$ cat config.mk
export PLATFORM = sky130hd
export DESIGN_NAME = mc_ctrl_fsm_flat
export DESIGN_NICKNAME = d
export VERILOG_FILES = /design/src/rtl/mc_ctrl_pkg.sv /design/src/rtl/mc_ctrl_fsm_if.sv /design/src/rtl/mc_cond_unit.sv /design/src/rtl/mc_ctrl_fsm.sv /design/src/flat_wrapper.sv
export SDC_FILE = /design/constraint.sdc
export NUM_CORES = 1
export LEC_CHECK = 0
export BUFFER_PORTS_ARGS = -buffer_cell sky130_fd_sc_hd__buf_2
export CORE_MARGIN = 2
export CORE_UTILIZATION = 47
export DETAILED_ROUTE_END_ITERATION = 8
export PLACE_DENSITY = 0.84
export SETUP_SLACK_MARGIN = 0.3
export SYNTH_ARGS = -nofsm -noshare
export SYNTH_HDL_FRONTEND = slang
export SYNTH_SLANG_ARGS = --single-unit
$ cat constraint.sdc
create_clock -name clk -period 4.6 [get_ports clk]
set_input_delay 0.92 -clock clk [delete_from_list [all_inputs] [get_ports clk]]
set_output_delay 0.92 -clock clk [all_outputs]
set_load 0.02 [all_outputs]
$ cat src/rtl/mc_ctrl_pkg.sv
// Package mc_ctrl_pkg: shared types for the multicycle ARM control unit.
//   - state_t    : main FSM states (UNKNOWN only exists with MC_CTRL_UNKNOWN_TRAP_EN)
//   - alu_ctl_e, srca_e, srcb_e, res_e : datapath select encodings
//   - op_e, cond_e, CMD_* : instruction field encodings
//   - cond_holds : ARM condition-code evaluation against NZCV
package mc_ctrl_pkg;

  localparam int unsigned ST_BITS = 4;

  typedef enum logic [ST_BITS-1:0] {
    S_FETCH    = 4'd0,
    S_DECODE   = 4'd1,
    S_MEMADR   = 4'd2,
    S_MEMRD    = 4'd3,
    S_MEMWR    = 4'd4,
    S_MEMWB    = 4'd5,
    S_EXECUTER = 4'd6,
    S_EXECUTEI = 4'd7,
    S_ALUWB    = 4'd8,
    S_BRANCH   = 4'd9
`ifdef MC_CTRL_UNKNOWN_TRAP_EN
    , S_UNKNOWN = 4'd10
`endif
  } state_t;

  typedef enum logic [1:0] {ALU_ADD = 2'b00, ALU_SUB = 2'b01, ALU_AND = 2'b10, ALU_ORR = 2'b11} alu_ctl_e;
  typedef enum logic [1:0] {SRCA_REG = 2'b00, SRCA_PC = 2'b01} srca_e;
  typedef enum logic [1:0] {SRCB_REG = 2'b00, SRCB_IMM = 2'b01, SRCB_FOUR = 2'b10} srcb_e;
  typedef enum logic [1:0] {RES_ALUOUT = 2'b00, RES_DATA = 2'b01, RES_ALU = 2'b10} res_e;
  typedef enum logic [1:0] {OP_DP = 2'b00, OP_MEM = 2'b01, OP_BR = 2'b10, OP_UNK = 2'b11} op_e;

  typedef enum logic [3:0] {
    COND_EQ = 4'h0, COND_NE = 4'h1, COND_CS = 4'h2, COND_CC = 4'h3,
    COND_MI = 4'h4, COND_PL = 4'h5, COND_VS = 4'h6, COND_VC = 4'h7,
    COND_HI = 4'h8, COND_LS = 4'h9, COND_GE = 4'hA, COND_LT = 4'hB,
    COND_GT = 4'hC, COND_LE = 4'hD, COND_AL = 4'hE, COND_NV = 4'hF
  } cond_e;

  localparam logic [3:0] CMD_ADD = 4'b0100;
  localparam logic [3:0] CMD_SUB = 4'b0010;
  localparam logic [3:0] CMD_AND = 4'b0000;
  localparam logic [3:0] CMD_ORR = 4'b1100;

  function automatic logic cond_holds(input logic [3:0] cond, input logic [3:0] nzcv);
    logic n, z, c, v, hold;
    {n, z, c, v} = nzcv;
    case (cond)
      COND_EQ: hold = z;
      COND_NE: hold = ~z;
      COND_CS: hold = c;
      COND_CC: hold = ~c;
      COND_MI: hold = n;
      COND_PL: hold = ~n;
      COND_VS: hold = v;
      COND_VC: hold = ~v;
      COND_HI: hold = c & ~z;
      COND_LS: hold = ~c | z;
      COND_GE: hold = (n == v);
      COND_LT: hold = (n != v);
      COND_GT: hold = ~z & (n == v);
      COND_LE: hold = z | (n != v);
      COND_AL: hold = 1'b1;
      default: hold = 1'b0;
    endcase
    return hold;
  endfunction

endpackage

$ cat src/rtl/mc_ctrl_fsm_if.sv
// Interface mc_ctrl_fsm_if: controller <-> datapath bundle.
//   Instr[31:12], ALUFlags (datapath -> controller)
//   PCWrite, MemWrite, RegWrite, IRWrite, AdrSrc, RegSrc, ALUSrcA, ALUSrcB,
//   ResultSrc, ImmSrc, ALUControl, illegal_instr (controller -> datapath)
// master = controller side, slave = datapath side.
interface mc_ctrl_fsm_if;
  logic [31:12] Instr;
  logic [3:0]   ALUFlags;
  logic         PCWrite;
  logic         MemWrite;
  logic         RegWrite;
  logic         IRWrite;
  logic         AdrSrc;
  logic [1:0]   RegSrc;
  logic [1:0]   ALUSrcA;
  logic [1:0]   ALUSrcB;
  logic [1:0]   ResultSrc;
  logic [1:0]   ImmSrc;
  logic [1:0]   ALUControl;
  logic         illegal_instr;

  modport master (
    input  Instr, ALUFlags,
    output PCWrite, MemWrite, RegWrite, IRWrite, AdrSrc, RegSrc, ALUSrcA,
           ALUSrcB, ResultSrc, ImmSrc, ALUControl, illegal_instr
  );

  modport slave (
    output Instr, ALUFlags,
    input  PCWrite, MemWrite, RegWrite, IRWrite, AdrSrc, RegSrc, ALUSrcA,
           ALUSrcB, ResultSrc, ImmSrc, ALUControl, illegal_instr
  );
endinterface

$ cat src/rtl/mc_cond_unit.sv
// mc_cond_unit: NZCV flag register, condition evaluation and write gating.
//   clk, reset     : clock, async active-high reset
//   cond           : instruction condition field
//   alu_flags      : NZCV from the ALU this cycle
//   flag_w         : [1]=NZ write, [0]=CV write request from the ALU decoder
//   cond_capture   : latch the condition result (asserted in DECODE)
//   next_pc/branch/reg_w/mem_w : ungated FSM requests
//   pc_write/reg_write/mem_write : gated enables to the datapath
module mc_cond_unit
  import mc_ctrl_pkg::*;
#(
  parameter logic [3:0] FLAG_RST = 4'b0000
) (
  input  logic       clk,
  input  logic       reset,
  input  logic [3:0] cond,
  input  logic [3:0] alu_flags,
  input  logic [1:0] flag_w,
  input  logic       cond_capture,
  input  logic       next_pc,
  input  logic       branch,
  input  logic       reg_w,
  input  logic       mem_w,
  output logic       pc_write,
  output logic       reg_write,
  output logic       mem_write
);

  logic [3:0] flags_q, flags_d;
  logic       cond_ex_q, cond_ex_d;

  // Flag updates are gated by the registered condition, so an instruction's
  // own flag write cannot change whether its writeback happens.
  always_comb begin
    flags_d   = flags_q;
    cond_ex_d = cond_ex_q;
    if (flag_w[1] && cond_ex_q) flags_d[3:2] = alu_flags[3:2];
    if (flag_w[0] && cond_ex_q) flags_d[1:0] = alu_flags[1:0];
    if (cond_capture) cond_ex_d = cond_holds(cond, flags_q);
  end

  always_ff @(posedge clk or posedge reset) begin
    if (reset) begin
      flags_q   <= FLAG_RST;
      cond_ex_q <= 1'b0;
    end else begin
      flags_q   <= flags_d;
      cond_ex_q <= cond_ex_d;
    end
  end

  assign pc_write  = next_pc | (branch & cond_ex_q);
  assign reg_write = reg_w & cond_ex_q;
  assign mem_write = mem_w & cond_ex_q;

endmodule

$ cat src/rtl/mc_ctrl_fsm.sv
// mc_ctrl_fsm: multicycle ARM control unit (main Moore FSM + ALU decoder),
// with condition/flag handling in mc_cond_unit.
//   clk   : rising-edge clock
//   reset : asynchronous, active-high; forces FETCH
//   bus   : mc_ctrl_fsm_if.master (Instr/ALUFlags in, all datapath controls out)
// Build option: MC_CTRL_UNKNOWN_TRAP_EN makes op=11 trap into a sticky
// UNKNOWN state with illegal_instr=1; otherwise op=11 is a NOP.
module mc_ctrl_fsm
  import mc_ctrl_pkg::*;
#(
  parameter int unsigned STATE_W  = 4,
  parameter logic [3:0]  FLAG_RST = 4'b0000
) (
  input  logic         clk,
  input  logic         reset,
  mc_ctrl_fsm_if.master bus
);

  if (STATE_W < ST_BITS) begin : g_state_w_chk
    $error("mc_ctrl_fsm: STATE_W too small for the state encoding");
  end

  state_t     state_q, state_d;
  logic [1:0] op;
  logic [5:0] funct;
  logic       next_pc, branch, reg_w, mem_w, alu_op;
  logic       ir_write, adr_src, cmd_known;
  srca_e      alu_src_a;
  srcb_e      alu_src_b;
  res_e       result_src;
  alu_ctl_e   alu_ctl;
  logic [1:0] flag_w;
  logic       unused_instr_bits;

  assign op                = bus.Instr[27:26];
  assign funct             = bus.Instr[25:20];
  assign unused_instr_bits = ^bus.Instr[19:12];

  always_ff @(posedge clk or posedge reset) begin
    if (reset) state_q <= S_FETCH;
    else       state_q <= state_d;
  end

  always_comb begin
    state_d = state_q;
    case (state_q)
      S_FETCH:  state_d = S_DECODE;
      S_DECODE: begin
        case (op)
          OP_MEM:  state_d = S_MEMADR;
          OP_DP:   state_d = funct[5] ? S_EXECUTEI : S_EXECUTER;
          OP_BR:   state_d = S_BRANCH;
`ifdef MC_CTRL_UNKNOWN_TRAP_EN
          default: state_d = S_UNKNOWN;
`else
          default: state_d = S_FETCH;
`endif
        endcase
      end
      S_MEMADR:   state_d = funct[0] ? S_MEMRD : S_MEMWR;
      S_MEMRD:    state_d = S_MEMWB;
      S_EXECUTER,
      S_EXECUTEI: state_d = S_ALUWB;
`ifdef MC_CTRL_UNKNOWN_TRAP_EN
      S_UNKNOWN:  state_d = S_UNKNOWN;
`endif
      default:    state_d = S_FETCH;
    endcase
  end

  always_comb begin
    next_pc    = 1'b0;
    branch     = 1'b0;
    reg_w      = 1'b0;
    mem_w      = 1'b0;
    alu_op     = 1'b0;
    ir_write   = 1'b0;
    adr_src    = 1'b0;
    alu_src_a  = SRCA_REG;
    alu_src_b  = SRCB_REG;
    result_src = RES_ALUOUT;
    case (state_q)
      S_FETCH: begin
        alu_src_a  = SRCA_PC;
        alu_src_b  = SRCB_FOUR;
        result_src = RES_ALU;
        ir_write   = 1'b1;
        next_pc    = 1'b1;
      end
      S_DECODE: begin
        alu_src_a  = SRCA_PC;
        alu_src_b  = SRCB_FOUR;
        result_src = RES_ALU;
      end
      S_MEMADR:   alu_src_b = SRCB_IMM;
      S_MEMRD:    adr_src = 1'b1;
      S_MEMWR: begin
        adr_src = 1'b1;
        mem_w   = 1'b1;
      end
      S_MEMWB: begin
        result_src = RES_DATA;
        reg_w      = 1'b1;
      end
      S_EXECUTER: alu_op = 1'b1;
      S_EXECUTEI: begin
        alu_src_b = SRCB_IMM;
        alu_op    = 1'b1;
      end
      S_ALUWB:    reg_w = 1'b1;
      S_BRANCH: begin
        alu_src_b  = SRCB_IMM;
        result_src = RES_ALU;
        branch     = 1'b1;
      end
      default: ;
    endcase
  end

  // ALU decoder: unrecognised commands fall back to ADD with no flag write.
  always_comb begin
    alu_ctl   = ALU_ADD;
    cmd_known = 1'b1;
    flag_w    = '0;
    if (alu_op) begin
      case (funct[4:1])
        CMD_ADD: alu_ctl = ALU_ADD;
        CMD_SUB: alu_ctl = ALU_SUB;
        CMD_AND: alu_ctl = ALU_AND;
        CMD_ORR: alu_ctl = ALU_ORR;
        default: cmd_known = 1'b0;
      endcase
      flag_w[1] = funct[0] & cmd_known;
      flag_w[0] = funct[0] & cmd_known & ((alu_ctl == ALU_ADD) | (alu_ctl == ALU_SUB));
    end
  end

  mc_cond_unit #(.FLAG_RST(FLAG_RST)) u_cond (
    .clk          (clk),
    .reset        (reset),
    .cond         (bus.Instr[31:28]),
    .alu_flags    (bus.ALUFlags),
    .flag_w       (flag_w),
    .cond_capture (state_q == S_DECODE),
    .next_pc      (next_pc),
    .branch       (branch),
    .reg_w        (reg_w),
    .mem_w        (mem_w),
    .pc_write     (bus.PCWrite),
    .reg_write    (bus.RegWrite),
    .mem_write    (bus.MemWrite)
  );

  assign bus.IRWrite    = ir_write;
  assign bus.AdrSrc     = adr_src;
  assign bus.RegSrc     = {(op == OP_MEM) & ~funct[0], (op == OP_BR)};
  assign bus.ALUSrcA    = alu_src_a;
  assign bus.ALUSrcB    = alu_src_b;
  assign bus.ResultSrc  = result_src;
  assign bus.ImmSrc     = op;
  assign bus.ALUControl = alu_ctl;
`ifdef MC_CTRL_UNKNOWN_TRAP_EN
  assign bus.illegal_instr = (state_q == S_UNKNOWN);
`else
  assign bus.illegal_instr = 1'b0;
`endif

endmodule
$ cat src/flat_wrapper.sv
// flat-port wrapper written by rule: the top's interface ports become plain ports
module mc_ctrl_fsm_flat import mc_ctrl_pkg::*;
#(
  parameter int unsigned STATE_W  = 4,
  parameter logic [3:0]  FLAG_RST = 4'b0000
)
  (clk, reset, bus_Instr, bus_ALUFlags, bus_PCWrite, bus_MemWrite, bus_RegWrite, bus_IRWrite, bus_AdrSrc, bus_RegSrc, bus_ALUSrcA, bus_ALUSrcB, bus_ResultSrc, bus_ImmSrc, bus_ALUControl, bus_illegal_instr);
  mc_ctrl_fsm_if bus_i ();
  input  logic clk;
  input  logic reset;
  input wire logic [$bits(bus_i.Instr)-1:0] bus_Instr;
  input wire logic [$bits(bus_i.ALUFlags)-1:0] bus_ALUFlags;
  output wire logic [$bits(bus_i.PCWrite)-1:0] bus_PCWrite;
  output wire logic [$bits(bus_i.MemWrite)-1:0] bus_MemWrite;
  output wire logic [$bits(bus_i.RegWrite)-1:0] bus_RegWrite;
  output wire logic [$bits(bus_i.IRWrite)-1:0] bus_IRWrite;
  output wire logic [$bits(bus_i.AdrSrc)-1:0] bus_AdrSrc;
  output wire logic [$bits(bus_i.RegSrc)-1:0] bus_RegSrc;
  output wire logic [$bits(bus_i.ALUSrcA)-1:0] bus_ALUSrcA;
  output wire logic [$bits(bus_i.ALUSrcB)-1:0] bus_ALUSrcB;
  output wire logic [$bits(bus_i.ResultSrc)-1:0] bus_ResultSrc;
  output wire logic [$bits(bus_i.ImmSrc)-1:0] bus_ImmSrc;
  output wire logic [$bits(bus_i.ALUControl)-1:0] bus_ALUControl;
  output wire logic [$bits(bus_i.illegal_instr)-1:0] bus_illegal_instr;
  assign bus_i.Instr = bus_Instr;
  assign bus_i.ALUFlags = bus_ALUFlags;
  assign bus_PCWrite = bus_i.PCWrite;
  assign bus_MemWrite = bus_i.MemWrite;
  assign bus_RegWrite = bus_i.RegWrite;
  assign bus_IRWrite = bus_i.IRWrite;
  assign bus_AdrSrc = bus_i.AdrSrc;
  assign bus_RegSrc = bus_i.RegSrc;
  assign bus_ALUSrcA = bus_i.ALUSrcA;
  assign bus_ALUSrcB = bus_i.ALUSrcB;
  assign bus_ResultSrc = bus_i.ResultSrc;
  assign bus_ImmSrc = bus_i.ImmSrc;
  assign bus_ALUControl = bus_i.ALUControl;
  assign bus_illegal_instr = bus_i.illegal_instr;
  mc_ctrl_fsm #(.STATE_W(STATE_W), .FLAG_RST(FLAG_RST)) u_core (.clk(clk), .reset(reset), .bus(bus_i));
endmodule
==> impl_results.md <==
* Crit end category: output pin
* Synth unique cells at 36
* GPL Wtd Cong at between 0.7 and 0.8
* Commonest cells after routing, fill and taps aside: buf_2, nor2_1, nand2_1
* Ports at 44
* Num rows at 15
* Worst path depth at 5
* Fillers at around 160
* Mapped Cells at 105
* Netlist Area Pre-Place at 827 um2
* Synth Warn # at 0
* Avg Synthesized Cell Area at a little under 8 um2
* Area Growth Syn to Fin at 19.5%
* Clk pin slew, worst setup/hold paths at roughly 50 ps
* Pleak at approximately 0.48 nW
* Total track usage at 16.7%
* Status: completed
* Final Hold Viols at 0
* Die Wd at approximately 46 um
* Iter 0 DRT Violations at 13
* Worst path most repeated cell: buf_2
* Worst-path fanout max at 3
* Clock sink count at 9
* DP HPWL at around 1.3 mm
* Reg2reg end: u_core.u_cond.flags_q[0]
* Max Cap Viol at 0
* Initial core utilization at approximately half
* Register area at roughly 230 um2
* Setup bufs post-CTS at 0
* CP delay by family, top: buffers and inverters
* CTS Buf Count at 3
* Die area at between 0.002 and 0.0025 mm2
* Design area at just under 0.001 mm2
* Crit path kind: input pin to output pin
* Post-synthesis sequential area ratio at a little over a quarter
* Hold Crit Class: register to register
* Fin crit share at a little under three fifths
* Hold path cells at 1
* CTS root buffer: clkbuf_4
* GR Overflow Total at 0
* Layout Nets at between 150 and 200
* CP peak stage delay at 220 ps
* WHS Endpoint: u_core.u_cond.flags_q[1]
* Diode count at 0
* Startpoint types: input pin
* Worst Hold Margin at around 530 ps
* Cell Area, Placed at 962 um2
* Vias in the first global route at roughly 650
* Initial antenna violation count at 0
* Buf/Inv on CP at 2
* Post-Place Setup Slack at 2040 ps
* CP Data Required Time at 3680 ps
* Period minus WS final at 2560 ps
* Worst-path cell chain: buf_2, and2_1, o21ai_0, nor2_1, buf_2
* Post_cts resized at 0
* Layout cell share with drive strength beyond 1 at around a third
* Max-slew violation count at 0
* Final setup TNS at 0 ps
* Slowest CP cell: o21ai_0
* Highest Clock Rate at approximately 390 MHz
* Via Count at around 800
* Detailed-route DRC error count at 0
* H-tree depth at 1
* Clk_lat worst skew at between 200 and 300 ps
* Core box area at 0.00169 mm2
* Detail Route Antenna Nets at 0
* CTS tree: done
* Wire per inst at between 10 and 15 um
* Arr. time, crit path at between 1500 and 2000 ps
* Layout Skew at between 5 and 6 ps
* Multi-input logic area at between 500 and 600 um2
* Peak supply drop at between 0.2 and 0.25 mV
* First-pass DRT Iterations at 4
* Worst r2r src: u_core.state_q[1]
* Setup Viol. Count Final at 0
* PortBufs at 33
* Die Ht at 46.0 um
* Final worst slack at 2040 ps
* Register-to-Register Setup Slack at roughly 2900 ps
* Most common cell after layout, fill and taps aside: buf_2
* Hold Startpoint: u_core.u_cond.flags_q[1]
* RSZ-0062 raised after global routing: false
* PD cells at roughly 510 mW/mm2
* R2r worst-path depth at 5
* Hold buffers post-CTS at 0
* First-pass GRT wire length at 2.56 mm
* Max Root-Sink Buffers at 2
* Largest net degree at the start of global routing at 16
* Total Power at around 0.00050 W
* #FFs+latches synth at 9
* Via/cell ratio at between 5 and 6
* Routed WL at about 1.7 mm
## cells by family (layout without fill, tap and decap cells)
| logic type | Yosys count | after routing | share of synthesized area [%] |
|---|---|---|---|
| flops | 9 | 9 | 27.2 |
| other cells | 1 | 2 | 0.453 |
| simple gates | 49 | 49 | 31.8 |
| buf+inv | 12 | 39 | 7.56 |
| xor+xnor | 5 | 5 | 5.29 |
| compound gates | 20 | 20 | 16.2 |
| mux | 9 | 9 | 11.5 |
## worst max-delay path by stage
stage / slack (ps) / to / from
2_1_floorplan: 2120 / bus_ALUControl[0] / bus_Instr[11]
3_3_place_gp: 2060 / bus_ALUControl[1] / bus_Instr[12]
3_5_place_dp: 2040 / bus_ALUControl[1] / bus_Instr[12]
4_1_cts: 2040 / bus_ALUControl[1] / bus_Instr[12]
5_1_grt: 1960 / bus_ALUControl[1] / bus_Instr[12]
6_report: 2040 / bus_ALUControl[1] / bus_Instr[12]
## power breakdown
part	internal [W]	leakage, nW	switching [W]
Clock	0.0000333	0.0150	0.0000260
Sequential	0.000102	0.120	0.0000591
Combinational	0.000121	0.349	0.000161
Total	0.000256	0.484	0.000246
## final cells by class
class | count | share of cell area, %
multi-input combinational | 85 | 54.9
sequential | 9 | 22.8
timing repair buffer | 33 | 16.7
clock buffer | 4 | 2.66
tap | 17 | 2.15
inverter | 2 | 0.759
## per-layer routing
layer,share of wire [%],track usage (%)
met1,44,22.3
met2,51,26.7
met4,1.4,6.86
met3,3.8,2.38
met5,0,0
## worst reg2reg max path, cell delays in order, from the launching register on
cell and delay [ps]:
dfrtp_1 590, nand3b_1 210, nor2_1 130, nand4_1 150
nand2b_1 210, mux2_2 280
## registers in the layout, indices dropped and copies added, names as in the netlist
signal and cells:
u_core.u_cond.flags_q 4, u_core.state_q 4, u_core.u_cond.cond_ex_q 1
## synthesized netlist by cell type (all sizes together)
cell type | count | area share, %
or3b | 1 | 1.1
o22ai | 1 | 0.76
nand3 | 2 | 1.2
nor3 | 6 | 3.6
or4b | 1 | 1.7
nor4 | 1 | 0.76
xor2 | 1 | 1.1
nand2 | 10 | 4.5
o21bai | 1 | 0.91
a32o | 1 | 1.2
or3 | 1 | 0.76
mux2 | 4 | 5.4
a21boi | 1 | 0.91
nor2b | 5 | 3.8
inv | 2 | 0.91
dfrtp | 9 | 27
and2 | 2 | 1.5
xnor2 | 4 | 4.2
o211ai | 1 | 1.5
o31ai | 2 | 1.8
and3b | 1 | 1.1
conb | 1 | 0.45
o21a | 1 | 0.91
nand4 | 1 | 0.76
nor3b | 1 | 0.91
clkbuf | 3 | 1.4
nand3b | 2 | 1.8
o21ai | 6 | 3.6
nor2 | 10 | 4.5
a21oi | 5 | 3.0
a22oi | 1 | 1.5
buf | 7 | 5.3
nand2b | 5 | 3.8
mux2i | 5 | 6.1
## per-stage QoR
stage | cells | utilization (%)
final | 150 | 58.5
after global placement | 146 | 57.0
after floorplan | 106 | -
after detailed placement | 146 | 57.0
after global routing | 150 | 58.5
after CTS | 150 | 58.5
No activity file was read; power rests on OpenSTA's default activity.
